$ cat src/rtl/ghist_checkpoint_ctrl_pkg.sv
// rtl/ghist_checkpoint_ctrl_pkg.sv - shared types and defaults for the global-history checkpoint controller
package ghist_checkpoint_ctrl_pkg;

  // Default history length and checkpoint depth for the 2-bit global-history predictor
  localparam int GHIST_WIDTH_HIST = 10;
  localparam int GHIST_DEPTH      = 8;
  localparam int GHIST_WIDTH_TAG  = $clog2(GHIST_DEPTH);

  // One checkpoint: the history that indexed the counters at fetch, plus the predicted direction
  typedef struct packed {
    logic [GHIST_WIDTH_HIST-1:0] hist;
    logic                        pred_taken;
  } ghist_ckpt_t;

  // Branch-resolution record; upd_tag carries the checkpoint tag handed out at fetch
  typedef struct packed {
    logic                       valid;
    logic                       taken;
    logic [GHIST_WIDTH_TAG-1:0] upd_tag;
  } br_info_t;

  // Source of the next speculative history when the normal fetch-time shift is overridden
  typedef enum logic [1:0] {
    REDIR_NONE    = 2'd0,
    REDIR_MISPRED = 2'd1,
    REDIR_FLUSH   = 2'd2
  } redirect_e;

endpackage

$ cat src/rtl/ghist_ckpt_fifo.sv
// rtl/ghist_ckpt_fifo.sv - circular checkpoint buffer with push/pop and clear-to-pointer
module ghist_ckpt_fifo
  import ghist_checkpoint_ctrl_pkg::*;
#(
  parameter int WIDTH_HIST = GHIST_WIDTH_HIST,
  parameter int DEPTH      = GHIST_DEPTH,
  parameter int WIDTH_TAG  = $clog2(DEPTH)
) (
  input  logic                  clk,
  input  logic                  reset,
  // push is only asserted by the controller when the buffer is not full
  input  logic                  push,
  input  logic [WIDTH_HIST-1:0] push_hist,
  input  logic                  push_pred,
  // pop is only asserted by the controller when the buffer is not empty
  input  logic                  pop,
  // clear empties the buffer and moves wptr to clear_ptr; rptr still follows pop
  input  logic                  clear,
  input  logic [WIDTH_TAG-1:0]  clear_ptr,
  output logic [WIDTH_HIST-1:0] rd_hist,
  output logic                  rd_pred,
  output logic [WIDTH_TAG-1:0]  wptr,
  output logic [WIDTH_TAG-1:0]  rptr,
  output logic                  full,
  output logic                  empty
);

  localparam int WIDTH_CNT = $clog2(DEPTH) + 1;

  logic [WIDTH_HIST-1:0] hist_mem [DEPTH];
  logic [DEPTH-1:0]      pred_mem;
  logic [WIDTH_CNT-1:0]  count;

  assign full    = (count == WIDTH_CNT'(DEPTH));
  assign empty   = (count == '0);
  assign rd_hist = hist_mem[rptr];
  assign rd_pred = pred_mem[rptr];

  // Entry storage; contents are don't-care after reset so no reset is applied
  always_ff @(posedge clk) begin
    if (push) begin
      hist_mem[wptr] <= push_hist;
      pred_mem[wptr] <= push_pred;
    end
  end

  // Pointer and occupancy tracking; clear overrides push and the count update
  always_ff @(posedge clk) begin
    if (reset) begin
      wptr  <= '0;
      rptr  <= '0;
      count <= '0;
    end else begin
      if (pop) begin
        rptr <= rptr + WIDTH_TAG'(1);
      end
      if (clear) begin
        wptr  <= clear_ptr;
        count <= '0;
      end else begin
        if (push) begin
          wptr <= wptr + WIDTH_TAG'(1);
        end
        case ({push, pop})
          2'b10:   count <= count + WIDTH_CNT'(1);
          2'b01:   count <= count - WIDTH_CNT'(1);
          default: count <= count;
        endcase
      end
    end
  end

endmodule

$ cat src/rtl/ghist_checkpoint_ctrl.sv
// rtl/ghist_checkpoint_ctrl.sv - speculative/committed global history with per-branch checkpoints
module ghist_checkpoint_ctrl
  import ghist_checkpoint_ctrl_pkg::*;
#(
  parameter int WIDTH_HIST = GHIST_WIDTH_HIST,
  parameter int DEPTH      = GHIST_DEPTH,
  parameter int WIDTH_TAG  = $clog2(DEPTH)
) (
  input  logic                  clk,
  input  logic                  reset,
  input  logic                  fetch_valid,
  input  logic                  fetch_pred_taken,
  output logic                  fetch_ready,
  output logic [WIDTH_TAG-1:0]  fetch_tag,
  output logic [WIDTH_HIST-1:0] spec_hist,
  input  logic                  upd_valid,
  input  logic [WIDTH_TAG-1:0]  upd_tag,
  input  logic                  upd_taken,
  output logic [WIDTH_HIST-1:0] upd_hist,
  output logic                  upd_mispred,
  input  logic                  flush,
  output logic                  err
);

  logic [WIDTH_HIST-1:0] commit_hist;
  logic [WIDTH_HIST-1:0] commit_next;
  logic [WIDTH_HIST-1:0] rd_hist;
  logic                  rd_pred;
  logic [WIDTH_TAG-1:0]  wptr;
  logic [WIDTH_TAG-1:0]  rptr;
  logic [WIDTH_TAG-1:0]  clear_ptr;
  logic                  full;
  logic                  empty;
  logic                  push_ok;
  logic                  pop_ok;
  logic                  mispred;
  logic                  fifo_push;
  logic                  fifo_clear;
  logic                  err_set;
  redirect_e             redirect;

  ghist_ckpt_fifo #(
    .WIDTH_HIST (WIDTH_HIST),
    .DEPTH      (DEPTH),
    .WIDTH_TAG  (WIDTH_TAG)
  ) u_fifo (
    .clk       (clk),
    .reset     (reset),
    .push      (fifo_push),
    .push_hist (spec_hist),
    .push_pred (fetch_pred_taken),
    .pop       (pop_ok),
    .clear     (fifo_clear),
    .clear_ptr (clear_ptr),
    .rd_hist   (rd_hist),
    .rd_pred   (rd_pred),
    .wptr      (wptr),
    .rptr      (rptr),
    .full      (full),
    .empty     (empty)
  );

  // Handshake qualification, redirect selection and the post-pop committed history
  always_comb begin
    push_ok     = fetch_valid & ~full;
    pop_ok      = upd_valid & ~empty;
    mispred     = pop_ok & (upd_taken != rd_pred);
    fifo_clear  = flush | mispred;
    // Both flush and mispredict leave wptr just past the oldest surviving position,
    // i.e. the read pointer after this cycle's pop
    clear_ptr   = rptr + WIDTH_TAG'(pop_ok);
    fifo_push   = push_ok & ~fifo_clear;
    commit_next = pop_ok ? {commit_hist[WIDTH_HIST-2:0], upd_taken} : commit_hist;
    if (flush) begin
      redirect = REDIR_FLUSH;
    end else if (mispred) begin
      redirect = REDIR_MISPRED;
    end else begin
      redirect = REDIR_NONE;
    end
    err_set = (fetch_valid & full)
            | (upd_valid & empty)
            | (pop_ok & (upd_tag != rptr));
  end

  assign fetch_ready = ~full;
  assign fetch_tag   = wptr;
  assign upd_hist    = rd_hist;
  assign upd_mispred = mispred;

  // History registers and the sticky protocol error flag
  always_ff @(posedge clk) begin
    if (reset) begin
      spec_hist   <= '0;
      commit_hist <= '0;
      err         <= 1'b0;
    end else begin
      commit_hist <= commit_next;
      case (redirect)
        REDIR_FLUSH:   spec_hist <= commit_next;
        REDIR_MISPRED: spec_hist <= {rd_hist[WIDTH_HIST-2:0], upd_taken};
        default: begin
          if (push_ok) begin
            spec_hist <= {spec_hist[WIDTH_HIST-2:0], fetch_pred_taken};
          end
        end
      endcase
      if (err_set) begin
        err <= 1'b1;
      end
    end
  end

endmodule
$ cat config.mk
export PLATFORM = sky130hd
export DESIGN_NAME = ghist_checkpoint_ctrl
export DESIGN_NICKNAME = d
export VERILOG_FILES = /design/src/rtl/ghist_checkpoint_ctrl_pkg.sv /design/src/rtl/ghist_ckpt_fifo.sv /design/src/rtl/ghist_checkpoint_ctrl.sv
export SDC_FILE = /design/constraint.sdc
export NUM_CORES = 1
export LEC_CHECK = 0
export ABC_AREA = 1
export CAP_MARGIN = 10
export CORE_UTILIZATION = 50
export DETAILED_ROUTE_END_ITERATION = 10
export GPL_TIMING_DRIVEN = 0
export MAX_ROUTING_LAYER = met4
export PLACE_DENSITY = 0.72
export SYNTH_ARGS = -nofsm -noshare
export SYNTH_HDL_FRONTEND = slang
export SYNTH_SLANG_ARGS = --single-unit
$ cat constraint.sdc
create_clock -name clk -period 2.3 [get_ports clk]
set_input_delay 0.345 -clock clk [delete_from_list [all_inputs] [get_ports clk]]
set_output_delay 0.345 -clock clk [all_outputs]
set_load 0.1 [all_outputs]
* Word-level counts from Yosys, hierarchy flattened
Memories as Yosys holds them, arrays and structs flattened. A register that Yosys moved wholly into a read port is not among the register bits.
Cells that the tools add are included.
** Operators by class
- Add/sub/neg operators :: 5
- $lt $le $gt $ge :: 3
- Equality and inequality tests :: 7
- Muxes and demuxes :: 17
- Bitwise logic cells :: 13
- Reductions and logical operators :: 6
** Operators with widths (count)
- 2-to-1 mux 10 bit :: 2
- case mux 10 bit (2 select lines) :: 1
- 2-to-1 mux 3 bit :: 4
- bitwise mux 8 bit :: 1
- < comparator 3 x 4 -> 1 bit (second input constant) :: 2
- case mux 4 bit (2 select lines) :: 1
- bitwise AND 1 bit :: 7
- adder 3 x 1 -> 3 bit (second input constant) :: 2
- 2-to-1 mux 1 bit :: 5
- adder 4 x 1 -> 4 bit (second input constant) :: 1
- equality test 2 x 1 -> 1 bit (second input constant) :: 2
- equality test 2 bit (second input constant) :: 2
- equality test 4 bit (second input constant) :: 1
- zero test 4 bit :: 1
- nonzero test 2 bit :: 2
- subtractor 4 x 1 -> 4 bit (second input constant) :: 1
- adder 3 x 1 -> 3 bit :: 1
- binary-select mux 1 bit (select 3 bit) :: 1
- demux 1 bit (select 3 bit) :: 1
- >= comparator 3 x 1 -> 1 bit (second input constant) :: 1
- inequality test 3 bit :: 1
- NOT 1 bit :: 3
- bitwise OR 1 bit :: 3
- nonzero test 3 bit :: 1
- other kinds (4) :: 4
** Storage, ports and cells
- Register bits :: 39
- Bits in writable memories :: 80
- Output and inout bits :: 26
- Memories :: 1
** Memory list
- u_fifo.hist_mem :: depth 8, bits a word 10, read ports 1, clocked after Yosys merged registers in 1, wr ports 1, line ghist_ckpt_fifo.sv:30 : logic [WIDTH_HIST-1:0] hist_mem [DEPTH];

* Longest topological paths before layout
Gate-level depths: netlist of run 1.
- Depth after elaboration :: 9
- Mapped depth :: 19

* Hierarchy
From an unflattened synthesis of run 1, not the netlist that was laid out.
** Second synthesis, totals
- Cells, all modules :: 568
- Area total of the unflattened synthesis :: 5602.9 um2
** Modules (own cells, without submodules)
- ghist_ckpt_fifo :: instances 1, cells each 347, area each 4265.3 um2, sequential area each 2902.8 um2
- ghist_checkpoint_ctrl :: instances 1, cells each 221, area each 1337.5 um2, sequential area each 420.4 um2

* Worst setup path after synthesis of run 1
No wires, ideal clock.
- Path type :: flip-flop to flip-flop
- Start :: register u_fifo.count[0]
- End :: register u_fifo.count[2]
- Arrival time :: 2778 ps
- Data required time :: 2183 ps
- Setup slack :: -596 ps
- Cell stages (with the launch flop) :: 13
- Path through :: dfxtp_1 > nor2_2 > nand3_1 > nand2_1 > inv_1 > nand2_1 > ha_1 > xor2_1 > ha_1 > a21oi_1 > xor2_1 > o21ai_0 > nor2_1
** RTL lines
- from (decl) :: line ghist_ckpt_fifo.sv:32 : logic [WIDTH_CNT-1:0] count;
- from (signal assigned) :: line ghist_ckpt_fifo.sv:65 : 2'b10: count <= count + WIDTH_CNT'(1);
- from (signal assigned) :: line ghist_ckpt_fifo.sv:66 : 2'b01: count <= count - WIDTH_CNT'(1);
- from (signal assigned) :: line ghist_ckpt_fifo.sv:67 : default: count <= count;
- equality test 4 bit * :: line ghist_ckpt_fifo.sv:34 : assign full = (count == WIDTH_CNT'(DEPTH));
- NOT 1 bit *
- named net fetch_ready :: line ghist_checkpoint_ctrl.sv:13 : output logic fetch_ready,
- bitwise AND 1 bit * :: line ghist_checkpoint_ctrl.sv:65 : push_ok = fetch_valid & ~full;
- bitwise AND 1 bit * :: line ghist_checkpoint_ctrl.sv:72 : fifo_push = push_ok & ~fifo_clear;
- equality test 2 x 1 -> 1 bit / equality test 2 bit (equally long branches) :: line ghist_ckpt_fifo.sv:64 : case ({push, pop})
- case mux 4 bit (2 select lines) / nonzero test 2 bit (equally long branches)
The timed path passes the listed nets; every way through them passes the cells marked *.
A chain may end at the register's enable or synchronous reset.

* Worst setup path in the final report of run 1
- Start :: register u_fifo.rptr[0]
- End :: register u_fifo.count[2]
** On the way
- Cells in the longest elaborated chain, start to end :: 9
** Ends and longest elaborated chain
- from (decl) :: line ghist_ckpt_fifo.sv:23 : output logic [WIDTH_TAG-1:0] rptr,
- from (signal assigned) :: line ghist_ckpt_fifo.sv:55 : rptr <= rptr + WIDTH_TAG'(1);
- binary-select mux 1 bit (select 3 bit) * :: line ghist_ckpt_fifo.sv:37 : assign rd_pred = pred_mem[rptr];
- 2-to-1 mux 1 bit (implied by the code) * :: line ghist_ckpt_fifo.sv:37
- inequality test 1 bit * :: line ghist_checkpoint_ctrl.sv:67 : mispred = pop_ok & (upd_taken != rd_pred);
- bitwise AND 1 bit * :: line ghist_checkpoint_ctrl.sv:67
- bitwise OR 1 bit * :: line ghist_checkpoint_ctrl.sv:68 : fifo_clear = flush | mispred;
- NOT 1 bit :: line ghist_checkpoint_ctrl.sv:72
- bitwise AND 1 bit :: line ghist_checkpoint_ctrl.sv:72
- equality test 2 x 1 -> 1 bit / equality test 2 bit (equally long branches) :: line ghist_ckpt_fifo.sv:64
- case mux 4 bit (2 select lines) / nonzero test 2 bit (equally long branches)
Mark *: on every way between the ends. The rest lies on a longest branch, timed or not. The select of a mux whose other input is x is not followed.

==> impl_results.html, run 1 <==
<table>
<tr><th>Metric</th><th>Value</th></tr>
<tr><th colspan="2">Yosys</th></tr>
<tr><td>Synth cell count leaders</td><td>102 x sky130_fd_sc_hd__nand2_1, 97 x sky130_fd_sc_hd__nor2_1, 88 x sky130_fd_sc_hd__edfxtp_1</td></tr>
<tr><td>Main synth FF type</td><td>sky130_fd_sc_hd__edfxtp_1</td></tr>
<tr><td>Fraction of the mapped netlist area in simple logic gates</td><td>roughly 19%</td></tr>
<tr><td>Post-synth design cell area</td><td>roughly 5300 µm²</td></tr>
<tr><td>YS warnings</td><td>0</td></tr>
<tr><td>Fraction of registers with async set or reset after synthesis</td><td>0%</td></tr>
<tr><td>Sequential fraction of the synthesis area</td><td>approximately 63%</td></tr>
<tr><td>Library cell with the highest instance count after synthesis</td><td>sky130_fd_sc_hd__nand2_1</td></tr>
<tr><td>Largest family of logic cells by synthesized area</td><td>simple AND/OR/NAND/NOR gates</td></tr>
<tr><td>Post-synth top area share</td><td>50.1%</td></tr>
<tr><td>Number of synthesized flops with an enable pin</td><td>88</td></tr>
<tr><td>Synth Area in Compound Gates</td><td>9.15%</td></tr>
<tr><td>Synth Area per Inst</td><td>slightly below 10 µm²</td></tr>
<tr><td>Number of unique standard cell types used by synthesis</td><td>31</td></tr>
<tr><td>Mapped Cells</td><td>between 500 and 600</td></tr>
<tr><td>Post-synthesis xor/xnor area fraction</td><td>under 10%</td></tr>
<tr><td>Synthesized flop and latch total</td><td>around 120</td></tr>
<tr><td>Adder-cell share of the synthesized area</td><td>under 10%</td></tr>
<tr><td>Largest area contributor in the synthesized netlist</td><td>sky130_fd_sc_hd__edfxtp_1</td></tr>
<tr><td>Net count of the mapped netlist</td><td>between 500 and 600</td></tr>
<tr><td>Biggest area contributors in the synthesized netlist</td><td>sky130_fd_sc_hd__edfxtp_1 50%, sky130_fd_sc_hd__dfxtp_1 13%, sky130_fd_sc_hd__nand2_1 7.3%, sky130_fd_sc_hd__nor2_1 6.9%, sky130_fd_sc_hd__o21ai_0 4.6%</td></tr>
<tr><td>Multiplexer share of the synthesized area</td><td>less than 1%</td></tr>
<tr><th colspan="2">GRT</th></tr>
<tr><td>Antenna violations before repair</td><td>0</td></tr>
<tr><td>Largest net degree at the start of global routing</td><td>17</td></tr>
<tr><td>Wire length of the first global-routing pass</td><td>between 15 and 20 mm</td></tr>
<tr><td>Number of global-route vias before repair</td><td>a little under 4000</td></tr>
<tr><td>Overall Global Routing Usage</td><td>between 20% and 30%</td></tr>
<tr><td>Grt ovf</td><td>0</td></tr>
<tr><th colspan="2">Route</th></tr>
<tr><td>Vias per std cell</td><td>5.42</td></tr>
<tr><td>Total iterations of the first detailed-routing run</td><td>5</td></tr>
<tr><td>Vias after detailed routing</td><td>~4100</td></tr>
<tr><td>Drc violations</td><td>0</td></tr>
<tr><td>Antenna-violating nets left</td><td>0</td></tr>
<tr><td>Number of violations reported at the end of detailed-routing iteration 0</td><td>approximately 350</td></tr>
<tr><td>Detailed-route wire length per cell</td><td>about 18 µm</td></tr>
<tr><td>DRT Wirelength</td><td>13.5 mm</td></tr>
<tr><th colspan="2">Setup path</th></tr>
<tr><td>Data arrival time at the worst-slack endpoint</td><td>roughly 2.8 ns</td></tr>
<tr><td>Crit path max fanout</td><td>6</td></tr>
<tr><td>Critical Path Source</td><td>u_fifo.rptr[0]</td></tr>
<tr><td>Kind of critical path</td><td>reg -&gt; reg</td></tr>
<tr><td>Required time at the endpoint of the critical path</td><td>between 2 and 3 ns</td></tr>
<tr><td>Worst reg2reg path startpoint</td><td>u_fifo.rptr[0]</td></tr>
<tr><td>Setup crit start kind</td><td>flop</td></tr>
<tr><td>Type of destination of the critical path</td><td>flop</td></tr>
<tr><th colspan="2">Layout</th></tr>
<tr><td>Net count, final</td><td>629</td></tr>
<tr><td>Area used by sequential logic in the layout</td><td>~3300 µm²</td></tr>
<tr><td>Area overhead of the layout relative to synthesis</td><td>35.7%</td></tr>
<tr><td>Number of filler instances in the final layout</td><td>719</td></tr>
<tr><td>Footprint of the multi-input gates</td><td>between 2000 and 2500 µm²</td></tr>
<tr><td>Ant diodes</td><td>0</td></tr>
<tr><td>Fraction of final layout cells with drive strength greater than 1</td><td>about 29%</td></tr>
<tr><th colspan="2">Clock network</th></tr>
<tr><td>CTS clk-pin slew, worst paths</td><td>~0.06 ns</td></tr>
<tr><td>Number of buffers added by the clock tree synthesis step</td><td>17</td></tr>
<tr><td>Root buffer cell</td><td>sky130_fd_sc_hd__clkbuf_8</td></tr>
<tr><td>Later-pin clock latency in the skew report</td><td>about 0.52 ns</td></tr>
<tr><td>CTS tree</td><td>built</td></tr>
<tr><td>Clock net sink count</td><td>122</td></tr>
<tr><td>CTS max path bufs</td><td>2</td></tr>
<tr><td>H-tree levels</td><td>4</td></tr>
<tr><th colspan="2">Timing</th></tr>
<tr><td>Final setup margin</td><td>-0.0505 ns</td></tr>
<tr><td>Sum Neg Setup Slack</td><td>-0.0895 ns</td></tr>
<tr><td>Fin crit period</td><td>2.35 ns</td></tr>
<tr><td>Number of setup violations in the final report</td><td>5</td></tr>
<tr><td>RSZ-0062 raised after global routing</td><td>true</td></tr>
<tr><td>Hold Fails Final Rpt</td><td>0</td></tr>
<tr><td>Worst relative slew slack</td><td>a little under two fifths</td></tr>
<tr><td>Pin slew with the least headroom to its limit</td><td>about 0.95 ns</td></tr>
<tr><td>Setup skew after layout</td><td>roughly 0.0083 ns</td></tr>
<tr><td>Final Max Slew Viols</td><td>0</td></tr>
<tr><td>Min Hold Slack</td><td>around 0.45 ns</td></tr>
<tr><td>Fmax</td><td>~430 MHz</td></tr>
<tr><td>Final worst-path cycle share</td><td>102%</td></tr>
<tr><th colspan="2">Die</th></tr>
<tr><td>Die Wd</td><td>approximately 100 µm</td></tr>
<tr><td>Core area</td><td>approximately 10000 µm²</td></tr>
<tr><td>Starting utilization of the core area</td><td>about half</td></tr>
<tr><td>Die Footprint</td><td>between 10000 and 15000 µm²</td></tr>
<tr><td>Floorplan die height</td><td>105 µm</td></tr>
<tr><td>Number of core rows</td><td>37</td></tr>
<tr><td>I/O pin count</td><td>36</td></tr>
<tr><th colspan="2">Outcome</th></tr>
<tr><td>Violated checks</td><td>setup timing</td></tr>
<tr><td>Run status</td><td>finished, violations left</td></tr>
<tr><th colspan="2">Placement</th></tr>
<tr><td>Last weighted congestion value of the routability-driven placer</td><td>between 0.8 and 0.9</td></tr>
<tr><td>Count of input and output buffers</td><td>35</td></tr>
<tr><td>Dpl hpwl</td><td>8.24 mm</td></tr>
<tr><th colspan="2">Pwr</th></tr>
<tr><td>Pwr per Cell Area</td><td>856 nW/µm²</td></tr>
<tr><td>Peak VDD IR</td><td>between 0.6 and 0.7 mV</td></tr>
<tr><td>Leakage Power</td><td>0.00274 µW</td></tr>
<tr><th colspan="2">Worst hold path</th></tr>
<tr><td>Hold path startpoint</td><td>reset</td></tr>
<tr><td>Class of the most critical hold timing path</td><td>in -&gt; reg</td></tr>
<tr><th colspan="2">Run</th></tr>
<tr><td>Maximum Capacitance Violations</td><td>0</td></tr>
</table>
[registers in the layout, summed over array words and instances, names as in the netlist, named ones only]
register,flops
u_fifo.hist_mem,80
commit_hist,10
spec_hist,10
u_fifo.pred_mem,8
u_fifo.count,4
u_fifo.rptr,3
u_fifo.wptr,3
err,1
[cell type report]
cell class	count	share of cell area, %
well taps	136	2.38
clock inverters	14	1.76
clock buffers	18	5.84
repair buffers	58	9.21
plain buffers	23	3.16
inverters	36	2.10
flip-flops and latches	122	46.7
multi-input cells	354	28.9
[path summary, 6_finish.rpt]
path | end | slack [ns] | depth (start not counted)
worst max-delay path | u_fifo.count[2] | -0.05 | 18
worst min-delay path | err | 0.45 | 2
worst max register to register | u_fifo.count[2] | -0.05 | 18
worst min register to register | err | 0.48 | 2
[stage by stage]
step / instance area (µm²) / power, µW / cells / utilization, % / worst slack, ns
global placement: 5870 / 3510 / 706 / 57.2 / -0.709
detailed placement: 5870 / 3530 / 706 / 57.2 / -0.756
floorplan: 5350 / 3270 / 535 / - / -0.0385
finish: 7160 / 6130 / 761 / 69.7 / -0.0505
global route: 7160 / 6310 / 761 / 69.7 / -0.117
CTS: 6740 / 5990 / 745 / 65.6 / -0.0293
[layout by cell type (no fill, tap or decap), types with 9 or more instances in the layout]
master,Yosys,routed
sky130_fd_sc_hd__nor2_1,97,86
sky130_fd_sc_hd__buf_6,2,11
sky130_fd_sc_hd__clkdlybuf4s15_2,0,10
sky130_fd_sc_hd__dfxtp_1,34,25
sky130_fd_sc_hd__buf_12,0,9
sky130_fd_sc_hd__o21ai_1,10,19
sky130_fd_sc_hd__nand2_1,102,96
sky130_fd_sc_hd__nand3_1,24,16
sky130_fd_sc_hd__buf_4,0,17
sky130_fd_sc_hd__clkdlybuf4s50_1,0,9
sky130_fd_sc_hd__inv_1,33,31
sky130_fd_sc_hd__o21ai_0,49,28
sky130_fd_sc_hd__edfxtp_1,88,88
sky130_fd_sc_hd__a21oi_2,1,9
sky130_fd_sc_hd__clkbuf_16,0,17
sky130_fd_sc_hd__o21ai_2,0,12
[critical path, cell delays in order, from the launching register on]
cell                      delay, ns
sky130_fd_sc_hd__dfxtp_4       0.37
sky130_fd_sc_hd__inv_4         0.08
sky130_fd_sc_hd__nand2_1       0.06
sky130_fd_sc_hd__nand3_1       0.08
sky130_fd_sc_hd__nand3_2       0.13
sky130_fd_sc_hd__nand2_2       0.09
sky130_fd_sc_hd__nand2_2       0.05
sky130_fd_sc_hd__nand3_2       0.08
sky130_fd_sc_hd__buf_8         0.14
sky130_fd_sc_hd__nand2_8       0.06
sky130_fd_sc_hd__inv_6         0.07
sky130_fd_sc_hd__nand2_4       0.05
sky130_fd_sc_hd__ha_4          0.18
sky130_fd_sc_hd__xor2_2        0.18
sky130_fd_sc_hd__ha_2          0.21
sky130_fd_sc_hd__a21oi_2       0.04
sky130_fd_sc_hd__xor2_1        0.16
sky130_fd_sc_hd__o21ai_1       0.15
sky130_fd_sc_hd__nor2_1        0.05
[logic make-up (layout without fill, tap and decap cells)]
family,after synthesis,count (layout)
compound gates,91,91
mux,2,2
flops,122,122
xor+xnor,9,9
buf+inv,59,149
simple gates,245,245
fa+ha+maj,7,7
[power breakdown]
group | total, µW | internal [µW] | switching, µW
Sequential | 2540 | 2450 | 90.8
Combinational | 1190 | 390 | 799
Clock | 2410 | 1430 | 976
Total | 6130 | 4270 | 1870
[what timing repair did]
item	in CTS	in global routing
setup buffers	7	14
gates resized for setup	178	98
endpoints found under the setup margin	118	92
pin swaps	6	31
hold buffers	0	0
gates cloned	0	2
[metal layers]
| layer | track usage [%] | up-vias | wire [µm] |
|---|---|---|---|
| met5 | - | - | 0 |
| met4 | 12.1 | 0 | 365 |
| met3 | 5.55 | 29 | 655 |
| met2 | 41.2 | 128 | 6950 |
| met1 | 29.3 | 1996 | 5530 |
| li1 | - | 1973 | - |
No activity file was read; power rests on OpenSTA's default activity.
==> run 2, diff against run 1 <==
--- a/config.mk
+++ b/config.mk
@@ -12,6 +12,7 @@
 export GPL_TIMING_DRIVEN = 0
 export MAX_ROUTING_LAYER = met4
 export PLACE_DENSITY = 0.72
+export REMOVE_ABC_BUFFERS = 1
 export SYNTH_ARGS = -nofsm -noshare
 export SYNTH_HDL_FRONTEND = slang
 export SYNTH_SLANG_ARGS = --single-unit
==> constraint.sdc (replaced) <==
create_clock -name clk -period 2.3 [get_ports clk]
set_input_delay 0.345 -clock clk [delete_from_list [all_inputs] [get_ports clk]]
set_output_delay 0.345 -clock clk [all_outputs]
set_load 0.005 [all_outputs]
==> run 2 against run 1 <==
Wire length grew 18%. Combinational power shrank 32%. Non-clock buffer count grew 16. Clock power grew 14%. Setup slack lost 0.0073 ns. Largest power group is now clock. Fmax shrank 0.31%. Highest routed layer unchanged. Sequential power is essentially flat. The run still ends with setup timing left.
==> impl_results.html, run 2 (synthesis results as in run 1) <==
<table>
<tr><th>Metric</th><th>Value</th></tr>
<tr><th colspan="2">Placement</th></tr>
<tr><td>Last weighted congestion value of the routability-driven placer</td><td>a little over 0.8</td></tr>
<tr><td>Placed cell count</td><td>roughly 700</td></tr>
<tr><td>Post-Place Worst Slack</td><td>-1.15 ns</td></tr>
<tr><td>Dpl hpwl</td><td>6.92 mm</td></tr>
<tr><td>Count of input and output buffers</td><td>35</td></tr>
<tr><th colspan="2">GRT</th></tr>
<tr><td>Met3 Resource Use GR</td><td>around 7.2%</td></tr>
<tr><td>Grt ovf</td><td>0</td></tr>
<tr><td>Met1 track demand over resource in global routing</td><td>between 30 and 40%</td></tr>
<tr><td>Overall Global Routing Usage</td><td>approximately 30%</td></tr>
<tr><td>Number of global-route vias before repair</td><td>approximately 4200</td></tr>
<tr><td>Top Usage Layer GRT</td><td>met2</td></tr>
<tr><td>Wire length of the first global-routing pass</td><td>22.9 mm</td></tr>
<tr><td>Routing usage on met2</td><td>a little under half</td></tr>
<tr><td>Antenna violations before repair</td><td>0</td></tr>
<tr><td>Largest net degree at the start of global routing</td><td>23</td></tr>
<tr><th colspan="2">Layout</th></tr>
<tr><td>Most common cell after layout, fill and taps aside</td><td>sky130_fd_sc_hd__nand2_1</td></tr>
<tr><td>Fraction of final layout cells with drive strength greater than 1</td><td>about 28%</td></tr>
<tr><td>Commonest cells after routing, fill and taps aside</td><td>93 x sky130_fd_sc_hd__nand2_1, 88 x sky130_fd_sc_hd__nor2_1, 88 x sky130_fd_sc_hd__edfxtp_1</td></tr>
<tr><td>Area overhead of the layout relative to synthesis</td><td>37.0%</td></tr>
<tr><td>Largest registers</td><td>u_fifo.hist_mem x80, commit_hist x10, spec_hist x10</td></tr>
<tr><td>Final instance count without filler cells</td><td>slightly below 800</td></tr>
<tr><td>Ant diodes</td><td>0</td></tr>
<tr><td>Register with the most flip-flops</td><td>u_fifo.hist_mem</td></tr>
<tr><td>Number of flip-flops under the largest register name</td><td>80</td></tr>
<tr><td>Net count, final</td><td>654</td></tr>
<tr><th colspan="2">Outcome</th></tr>
<tr><td>Run status</td><td>finished, violations left</td></tr>
<tr><td>Violated checks</td><td>setup timing</td></tr>
<tr><th colspan="2">Setup path</th></tr>
<tr><td>FF-to-FF path depth</td><td>17</td></tr>
<tr><td>Setup slack on the worst flop-to-flop path</td><td>-0.06 ns</td></tr>
<tr><td>Slowest library cell on the worst path</td><td>sky130_fd_sc_hd__edfxtp_1</td></tr>
<tr><td>Crit path max fanout</td><td>5</td></tr>
<tr><td>Worst reg2reg path startpoint</td><td>u_fifo.pred_mem[1]</td></tr>
<tr><td>Type of destination of the critical path</td><td>flop</td></tr>
<tr><td>Data arrival time at the worst-slack endpoint</td><td>roughly 2.8 ns</td></tr>
<tr><td>Required time at the endpoint of the critical path</td><td>2.75 ns</td></tr>
<tr><td>Crit-path max cell delay</td><td>slightly below 0.4 ns</td></tr>
<tr><td>Critical Path Source</td><td>u_fifo.pred_mem[1]</td></tr>
<tr><td>Kind of critical path</td><td>reg -&gt; reg</td></tr>
<tr><td>Worst setup endpoint</td><td>u_fifo.count[2]</td></tr>
<tr><td>Crit path cell chain</td><td>inv_1 &gt; nand2_1 &gt; nand3_4 &gt; nand3_4 &gt; nand2_2 &gt; nand2_2 &gt; nand3_4 &gt; nand2_4 &gt; inv_4 &gt; nand2_4 &gt; ha_4 &gt; xor2_2 &gt; ha_1 &gt; a21oi_2 &gt; xor2_1 &gt; o21ai_1 &gt; nor2_1</td></tr>
<tr><td>Reg-to-reg critical path endpoint</td><td>u_fifo.count[2]</td></tr>
<tr><td>Setup crit start kind</td><td>flop</td></tr>
<tr><td>Most numerous cell on the critical path</td><td>sky130_fd_sc_hd__nand3_4</td></tr>
<tr><th colspan="2">Timing</th></tr>
<tr><td>Hold Fails Final Rpt</td><td>0</td></tr>
<tr><td>Setup skew after layout</td><td>~0.0062 ns</td></tr>
<tr><td>Pin slew with the least headroom to its limit</td><td>about 0.61 ns</td></tr>
<tr><td>Final setup margin</td><td>-0.0578 ns</td></tr>
<tr><td>Fmax</td><td>424 MHz</td></tr>
<tr><td>Sum Neg Setup Slack</td><td>-0.109 ns</td></tr>
<tr><td>Final worst-path cycle share</td><td>103%</td></tr>
<tr><td>RSZ-0062 raised after global routing</td><td>true</td></tr>
<tr><td>Number of setup violations in the final report</td><td>3</td></tr>
<tr><td>Worst relative slew slack</td><td>59.1%</td></tr>
<tr><td>Fin crit period</td><td>between 2 and 2.5 ns</td></tr>
<tr><td>Final Max Slew Viols</td><td>0</td></tr>
<tr><th colspan="2">Worst hold path</th></tr>
<tr><td>Cell count of the worst hold path</td><td>2</td></tr>
<tr><td>Class of the most critical hold timing path</td><td>reg -&gt; reg</td></tr>
<tr><th colspan="2">Route</th></tr>
<tr><td>Detailed-route wire length per cell</td><td>just over 20 µm</td></tr>
<tr><td>DRT Wirelength</td><td>between 15 and 20 mm</td></tr>
<tr><td>Number of violations reported at the end of detailed-routing iteration 0</td><td>between 500 and 600</td></tr>
<tr><td>Total iterations of the first detailed-routing run</td><td>5</td></tr>
<tr><td>Vias after detailed routing</td><td>~4500</td></tr>
<tr><td>Vias per std cell</td><td>around 5.8</td></tr>
<tr><td>Drc violations</td><td>0</td></tr>
<tr><td>Antenna-violating nets left</td><td>0</td></tr>
<tr><th colspan="2">Die</th></tr>
<tr><td>Floorplan die height</td><td>105 µm</td></tr>
<tr><td>I/O pin count</td><td>36</td></tr>
<tr><td>Number of core rows</td><td>37</td></tr>
<tr><td>Die Footprint</td><td>11000 µm²</td></tr>
<tr><td>Core area</td><td>10300 µm²</td></tr>
<tr><td>Starting utilization of the core area</td><td>51.4%</td></tr>
<tr><td>Die Wd</td><td>roughly 100 µm</td></tr>
<tr><th colspan="2">Pwr</th></tr>
<tr><td>Pwr per Cell Area</td><td>842 nW/µm²</td></tr>
<tr><td>Total power draw</td><td>~6000 µW</td></tr>
<tr><td>Leakage Power</td><td>around 0.0028 µW</td></tr>
<tr><td>Peak VDD IR</td><td>approximately 0.56 mV</td></tr>
<tr><th colspan="2">Clock network</th></tr>
<tr><td>CTS tree</td><td>built</td></tr>
<tr><td>Count of hold buffers inserted by post-cts repair</td><td>0</td></tr>
<tr><td>Root buffer cell</td><td>sky130_fd_sc_hd__clkbuf_8</td></tr>
<tr><td>Clock net sink count</td><td>approximately 120</td></tr>
<tr><td>Number of buffers added by the clock tree synthesis step</td><td>17</td></tr>
<tr><td>CTS clk-pin slew, worst paths</td><td>~0.06 ns</td></tr>
<tr><td>CTS max path bufs</td><td>2</td></tr>
<tr><td>Later-pin clock latency in the skew report</td><td>0.52 ns</td></tr>
<tr><td>H-tree levels</td><td>4</td></tr>
<tr><th colspan="2">Run</th></tr>
<tr><td>Maximum Capacitance Violations</td><td>0</td></tr>
</table>
run 2: critical path: cells and delay by family, from the launching register on:
| kind | cells | cell delay, ns |
|---|---|---|
| xor gates and xnor gates | 2 | 0.33 |
| adders and majority gates | 2 | 0.37 |
| buffers and inverters | 2 | 0.19 |
| DFF | 1 | 0.39 |
| AOI/OAI and AO/OA | 2 | 0.22 |
| and+or+nand+nor | 9 | 0.79 |
run 2: power by group:
part | switching (µW) | internal, µW | total [µW]
logic | 450 | 358 | 808
registers | 84.1 | 2440 | 2530
clock network | 986 | 1770 | 2750
run 2: what timing repair did:
action / CTS / global route
endpoints found under the setup margin: 115 / 97
pin swaps: 10 / 20
gates resized for setup: 106 / 46
hold endpoints to repair: 0 / 0
cloned: 10 / 0
buffers inserted: 39 / 21
run 2: metal layers:
| layer | part of all wire (%) | vias up |
|---|---|---|
| li1 | - | 2021 |
| met1 | 37 | 2143 |
| met2 | 48 | 297 |
| met3 | 10 | 61 |
| met4 | 4.9 | 0 |
| met5 | 0 | - |
run 2: worst min-delay path by stage:
| stage | slack [ns] | end | startpoint |
|---|---|---|---|
| after floorplan | 0.42 | commit_hist[1] | reset |
| after global placement | 0.46 | err | err |
| after detailed placement | 0.46 | err | err |
| after CTS | 0.48 | err | err |
| after global routing | 0.53 | u_fifo.count[0] | u_fifo.count[0] |
| final | 0.47 | err | err |
run 2: final cells by class:
| cell class | count | area [µm²] |
|---|---|---|
| clock buffer | 18 | 418 |
| clock inverter | 14 | 198 |
| fill | 706 | 3040 |
| inverter | 36 | 165 |
| multi-input combinational | 355 | 1980 |
| sequential | 122 | 3350 |
| tap | 136 | 170 |
| timing repair buffer | 97 | 903 |
| timing repair inverter | 8 | 55.1 |
run 2: metrics by stage:
step / cell area [µm²] / util, % / hold WS [ns]
2_1_floorplan: 5150 / - / 0.416
3_3_place_gp: 5680 / 55.2 / 0.459
3_5_place_dp: 5720 / 55.7 / 0.461
4_1_cts: 6960 / 67.7 / 0.482
5_1_grt: 7230 / 70.4 / 0.532
6_report: 7230 / 70.4 / 0.475
==> run 3, diff against run 2 <==
--- a/config.mk
+++ b/config.mk
@@ -6,11 +6,9 @@
 export NUM_CORES = 1
 export LEC_CHECK = 0
 export ABC_AREA = 1
-export CAP_MARGIN = 10
 export CORE_UTILIZATION = 50
 export DETAILED_ROUTE_END_ITERATION = 10
 export GPL_TIMING_DRIVEN = 0
-export MAX_ROUTING_LAYER = met4
 export PLACE_DENSITY = 0.72
 export REMOVE_ABC_BUFFERS = 1
 export SYNTH_ARGS = -nofsm -noshare
==> run 3 against run 2 <==
The run still ends with setup timing left. Design area increased by 0.57%. Clock-buffer cell count decreased by 1. Final cell count decreased by 0.38%. Die area unchanged. Setup slack got worse by 0.013 ns. Sequential power about the same. Flip-flop and latch count unchanged. Largest cell class unchanged. Combinational power increased by 1%.
==> impl_results.html, run 3 (synthesis results as in run 1) <==
<table>
<tr><th>Metric</th><th>Value</th></tr>
<tr><th colspan="2">Clock network</th></tr>
<tr><td>CTS max path bufs</td><td>2</td></tr>
<tr><td>Number of buffers added by the clock tree synthesis step</td><td>17</td></tr>
<tr><td>CTS clk-pin slew, worst paths</td><td>0.06 ns</td></tr>
<tr><td>Clock net sink count</td><td>122</td></tr>
<tr><td>H-tree levels</td><td>4</td></tr>
<tr><td>CTS tree</td><td>built</td></tr>
<tr><td>Later-pin clock latency in the skew report</td><td>0.53 ns</td></tr>
<tr><td>Root buffer cell</td><td>sky130_fd_sc_hd__clkbuf_8</td></tr>
<tr><th colspan="2">Setup path</th></tr>
<tr><td>Crit-path max cell delay</td><td>between 0.4 and 0.5 ns</td></tr>
<tr><td>FF-to-FF path depth</td><td>18</td></tr>
<tr><td>Setup crit start kind</td><td>flop</td></tr>
<tr><td>Slowest library cell on the worst path</td><td>sky130_fd_sc_hd__dfxtp_4</td></tr>
<tr><td>Crit path max fanout</td><td>7</td></tr>
<tr><td>Required time at the endpoint of the critical path</td><td>1.96 ns</td></tr>
<tr><td>Data arrival time at the worst-slack endpoint</td><td>between 2 and 2.5 ns</td></tr>
<tr><td>Worst reg2reg path startpoint</td><td>u_fifo.rptr[0]</td></tr>
<tr><td>Type of destination of the critical path</td><td>primary output</td></tr>
<tr><td>Crit path cell chain</td><td>buf_6 &gt; clkinvlp_4 &gt; buf_8 &gt; nor2_2 &gt; o21ai_2 &gt; a21oi_2 &gt; a31oi_1 &gt; clkdlybuf4s15_2</td></tr>
<tr><td>Kind of critical path</td><td>reg -&gt; out</td></tr>
<tr><th colspan="2">Layout</th></tr>
<tr><td>Largest registers</td><td>u_fifo.hist_mem x80, commit_hist x10, spec_hist x10</td></tr>
<tr><td>Ant diodes</td><td>0</td></tr>
<tr><td>Fraction of final layout cells with drive strength greater than 1</td><td>29.4%</td></tr>
<tr><td>Commonest cells after routing, fill and taps aside</td><td>94 x sky130_fd_sc_hd__nand2_1, 88 x sky130_fd_sc_hd__edfxtp_1, 83 x sky130_fd_sc_hd__nor2_1</td></tr>
<tr><td>Number of flip-flops under the largest register name</td><td>80</td></tr>
<tr><td>Net count, final</td><td>651</td></tr>
<tr><td>Area overhead of the layout relative to synthesis</td><td>37.8%</td></tr>
<tr><td>Register with the most flip-flops</td><td>u_fifo.hist_mem</td></tr>
<tr><td>Most common cell after layout, fill and taps aside</td><td>sky130_fd_sc_hd__nand2_1</td></tr>
<tr><th colspan="2">Route</th></tr>
<tr><td>Vias after detailed routing</td><td>4451</td></tr>
<tr><td>Number of violations reported at the end of detailed-routing iteration 0</td><td>roughly 470</td></tr>
<tr><td>Drc violations</td><td>0</td></tr>
<tr><td>Antenna-violating nets left</td><td>0</td></tr>
<tr><td>Detailed-route wire length per cell</td><td>approximately 21 µm</td></tr>
<tr><td>Vias per std cell</td><td>approximately 5.7</td></tr>
<tr><td>Total iterations of the first detailed-routing run</td><td>5</td></tr>
<tr><td>DRT Wirelength</td><td>16.1 mm</td></tr>
<tr><th colspan="2">Placement</th></tr>
<tr><td>Last weighted congestion value of the routability-driven placer</td><td>0.793</td></tr>
<tr><td>Dpl hpwl</td><td>6.67 mm</td></tr>
<tr><td>Count of input and output buffers</td><td>35</td></tr>
<tr><th colspan="2">Die</th></tr>
<tr><td>Floorplan die height</td><td>105 µm</td></tr>
<tr><td>Starting utilization of the core area</td><td>51.4%</td></tr>
<tr><td>Die Footprint</td><td>11000 µm²</td></tr>
<tr><td>I/O pin count</td><td>36</td></tr>
<tr><td>Core area</td><td>10300 µm²</td></tr>
<tr><td>Die Wd</td><td>around 100 µm</td></tr>
<tr><td>Number of core rows</td><td>37</td></tr>
<tr><th colspan="2">GRT</th></tr>
<tr><td>Overall Global Routing Usage</td><td>28.9%</td></tr>
<tr><td>Number of global-route vias before repair</td><td>approximately 4300</td></tr>
<tr><td>Grt ovf</td><td>0</td></tr>
<tr><td>Antenna violations before repair</td><td>0</td></tr>
<tr><td>Largest net degree at the start of global routing</td><td>23</td></tr>
<tr><td>Wire length of the first global-routing pass</td><td>between 20 and 25 mm</td></tr>
<tr><th colspan="2">Run</th></tr>
<tr><td>Maximum Capacitance Violations</td><td>0</td></tr>
<tr><th colspan="2">Timing</th></tr>
<tr><td>Pin slew with the least headroom to its limit</td><td>between 0.6 and 0.7 ns</td></tr>
<tr><td>Number of setup violations in the final report</td><td>6</td></tr>
<tr><td>Sum Neg Setup Slack</td><td>-0.185 ns</td></tr>
<tr><td>RSZ-0062 raised after global routing</td><td>true</td></tr>
<tr><td>Worst relative slew slack</td><td>58.4%</td></tr>
<tr><td>Final Max Slew Viols</td><td>0</td></tr>
<tr><td>Min Hold Slack</td><td>around 0.49 ns</td></tr>
<tr><td>Setup skew after layout</td><td>around 0.0087 ns</td></tr>
<tr><td>Hold Fails Final Rpt</td><td>0</td></tr>
<tr><td>Fin crit period</td><td>about 2.4 ns</td></tr>
<tr><td>Final worst-path cycle share</td><td>103%</td></tr>
<tr><td>Fmax</td><td>about 420 MHz</td></tr>
<tr><td>Final setup margin</td><td>-0.0707 ns</td></tr>
<tr><th colspan="2">Outcome</th></tr>
<tr><td>Run status</td><td>finished, violations left</td></tr>
<tr><td>Violated checks</td><td>setup timing</td></tr>
<tr><th colspan="2">Worst hold path</th></tr>
<tr><td>Class of the most critical hold timing path</td><td>reg -&gt; reg</td></tr>
<tr><td>Hold path startpoint</td><td>err</td></tr>
<tr><td>Cell count of the worst hold path</td><td>2</td></tr>
<tr><th colspan="2">Pwr</th></tr>
<tr><td>Total power draw</td><td>approximately 6000 µW</td></tr>
<tr><td>Leakage Power</td><td>0.00282 µW</td></tr>
<tr><td>Pwr per Cell Area</td><td>approximately 840 nW/µm²</td></tr>
<tr><td>Peak VDD IR</td><td>0.500 mV</td></tr>
</table>
run 3: cell type report:
class	count	area, µm²
repair buffers	96	927
flip-flops and latches	122	3350
clock inverters	15	199
well taps	136	170
multi-input cells	355	2010
clock buffers	17	414
repair inverters	6	42.5
inverters	36	165
fillers	702	3000
run 3: power by group:
part	switching [µW]	total [µW]	internal, µW
combinational	450	820	370
sequential	85.3	2530	2450
clock	1010	2770	1760
run 3: timing repair:
| action | in CTS | in global routing |
|---|---|---|
| pin swaps | 12 | 27 |
| setup buffers | 45 | 14 |
| endpoints found under the setup margin | 115 | 114 |
| hold buffers | 0 | 0 |
| gates cloned | 9 | 1 |
| gates resized for setup | 90 | 62 |
run 3: path summary, 6_finish.rpt:
kind	end	slack, ns
max	upd_hist[7]	-0.07
min	err	0.49
max reg2reg	u_fifo.count[2]	-0.06
min reg2reg	err	0.49
run 3: stage by stage:
| step | cell area (µm²) | std cells | setup slack, ns | util (%) |
|---|---|---|---|---|
| after floorplan | 5150 | 512 | -0.245 | - |
| after global placement | 5680 | 683 | -1.54 | 55.2 |
| after detailed placement | 5680 | 683 | -1.24 | 55.2 |
| after CTS | 7000 | 769 | -0.00578 | 68.2 |
| after global routing | 7280 | 783 | -0.199 | 70.8 |
| final | 7280 | 783 | -0.0707 | 70.8 |
run 3: critical path: cells and delay by family (launching register included):
family,cells,cell delay [ns]
DFF,1,0.44
and+or+nand+nor,1,0.10
buffers and inverters,4,0.69
AOI/OAI and AO/OA,3,0.26
run 3: layer usage:
layer / wire, µm / vias to the layer above / GRT usage (%)
li1: - / 2012 / -
met1: 6150 / 2135 / 35.3
met2: 7890 / 251 / 46.7
met3: 1390 / 53 / 6.86
met4: 707 / 0 / 17.5
met5: 0 / - / 0
==> RTL edit, RTL diff (settings of run 1) <==
Change the package constant `GHIST_WIDTH_HIST` from 10 to 5.
--- a/src/rtl/ghist_checkpoint_ctrl_pkg.sv
+++ b/src/rtl/ghist_checkpoint_ctrl_pkg.sv
@@ -2,7 +2,7 @@
 package ghist_checkpoint_ctrl_pkg;
 
   // Default history length and checkpoint depth for the 2-bit global-history predictor
-  localparam int GHIST_WIDTH_HIST = 10;
+  localparam int GHIST_WIDTH_HIST = 5;
   localparam int GHIST_DEPTH      = 8;
   localparam int GHIST_WIDTH_TAG  = $clog2(GHIST_DEPTH);
 
Interface: changed (resized spec_hist and upd_hist); port bits go from 36 to 26. No check against the original RTL was run, so the function may have changed too.
==> RTL edit against run 1 <==
Maximum frequency up 5.9%. Setup slack better by 0.13 ns. Cell area down 44%. Routed wire length down 48%. Area after synthesis down 38%. Via count down 41%. Sequential share of layout area up 1.9 points. Global-route usage down 1.9 points. Clock skew up 0.0023 ns. Sequential cell count down 50. Total power down 48%. First-iteration DRC count down 49%. Critical path type unchanged. Largest cell class unchanged.
==> RTL edit: results (changes against run 1) <==
status: "finished clean"
placed_area_sq_um: 3630  # -38%
reg.largest.list: "u_fifo.hist_mem x40, u_fifo.pred_mem x8"
first_pass_iters: 4  # -1
h-tree-depth: 3  # -1
pre_cts_slack_ns: -0.797  # -0.0410 ns
synth_edf_count: 48  # -45%
clkSlewWorstSetupHoldPaths_ns: 0.08  # +0.02 ns
synth_xor_area_share_pct: 2.69  # +1.2 points
power-per-cell-area_nw_per_um2: 805  # -6.0%
fin_nets: 397  # -37%
cp_slowest_cell: "dfxtp_2"
dp_hpwl_mm: 4.75  # -42%
grt_max_degree: 14  # -3
first_iter_violations: 177  # -49%
arrival_ns: 2.47  # -0.30 ns
gp_congestion: 0.873  # +5.8%
drive_gt1_share_pct: 19.7  # -9.4 points
ys_top_cells_by_area: "edfxtp_1 44%, dfxtp_1 15%, nor2_1 6.8%"
p_leak_nw: 1.62  # -41%
synth.area.mux_share_pct: 0.615  # +0.24 points
grt_pass1_wl_mm: 10.8  # -45%
yosysSeqAreaShare_pct: 59.1  # -3.9 points
critPathMaxFanout: 10  # +4
yosys-top-cells-count: "59 x nor2_1, 58 x nand2_1, 48 x edfxtp_1"
fin_skew_ns: 0.0105  # +0.00227 ns
synth_cell_types: 28  # -9.7%
grt_usage_pct: 23.2  # -1.9 points
RTL edit: cell count changes in the layout (fill, tap and decap cells not counted), sizes merged, moves of 11 or more:
cell,run 1,this run
edfxtp,88,48
nand2,104,65
nor2,99,60
buf,50,14
o21ai,59,32
clkdlybuf4s15,11,0
RTL edit: cell type report:
| cell class | instances | area [sq um] |
|---|---|---|
| sequential | 72 | 1940 |
| multi-input combinational | 226 | 1260 |
| tap | 77 | 96.3 |
| buffer | 10 | 70.1 |
| clock buffer | 9 | 124 |
| clock inverter | 7 | 93.8 |
| fill | 538 | 2330 |
| inverter | 31 | 128 |
| timing repair buffer | 30 | 278 |
RTL edit: logic make-up (layout without fill, tap and decap cells):
kind of cell	Yosys count	count (layout)
flops	72	72
xor+xnor	10	10
mux	2	2
buf+inv	41	87
simple gates	158	158
fa+ha+maj	7	7
compound gates	49	49
RTL edit: timing repair:
item	4_1_cts	5_1_grt
gates resized for setup	56	27
hold buffers	0	0
pin swaps	1	5
buffers inserted	4	2
setup endpoints to repair	65	29
RTL edit: through the flow:
stage                     setup TNS, ns  hold WS, ns  instances
after floorplan                 -0.0439        0.444        339
after global placement           -11.07        0.469        440
after detailed placement         -13.51        0.482        440
after CTS                             0        0.349        460
after global routing            -0.0831        0.373        462
final                                 0        0.340        462
RTL edit: path summary, 6_finish.rpt:
kind / start / to / slack, ns / cells after the start
setup / recovery: u_fifo.count[0] / u_fifo.count[3] / 0.08 / 16
hold reg to reg: err / err / 0.50 / 2
setup reg to reg: u_fifo.count[0] / u_fifo.count[3] / 0.08 / 16
hold / removal: reset / err / 0.34 / 2
RTL edit: power by group:
| group | switching (mW) | leakage (nW) | internal (mW) |
|---|---|---|---|
| registers | 0.0483 | 0.641 | 1.43 |
| clock network | 0.497 | 0.107 | 0.610 |
| logic | 0.445 | 0.869 | 0.178 |
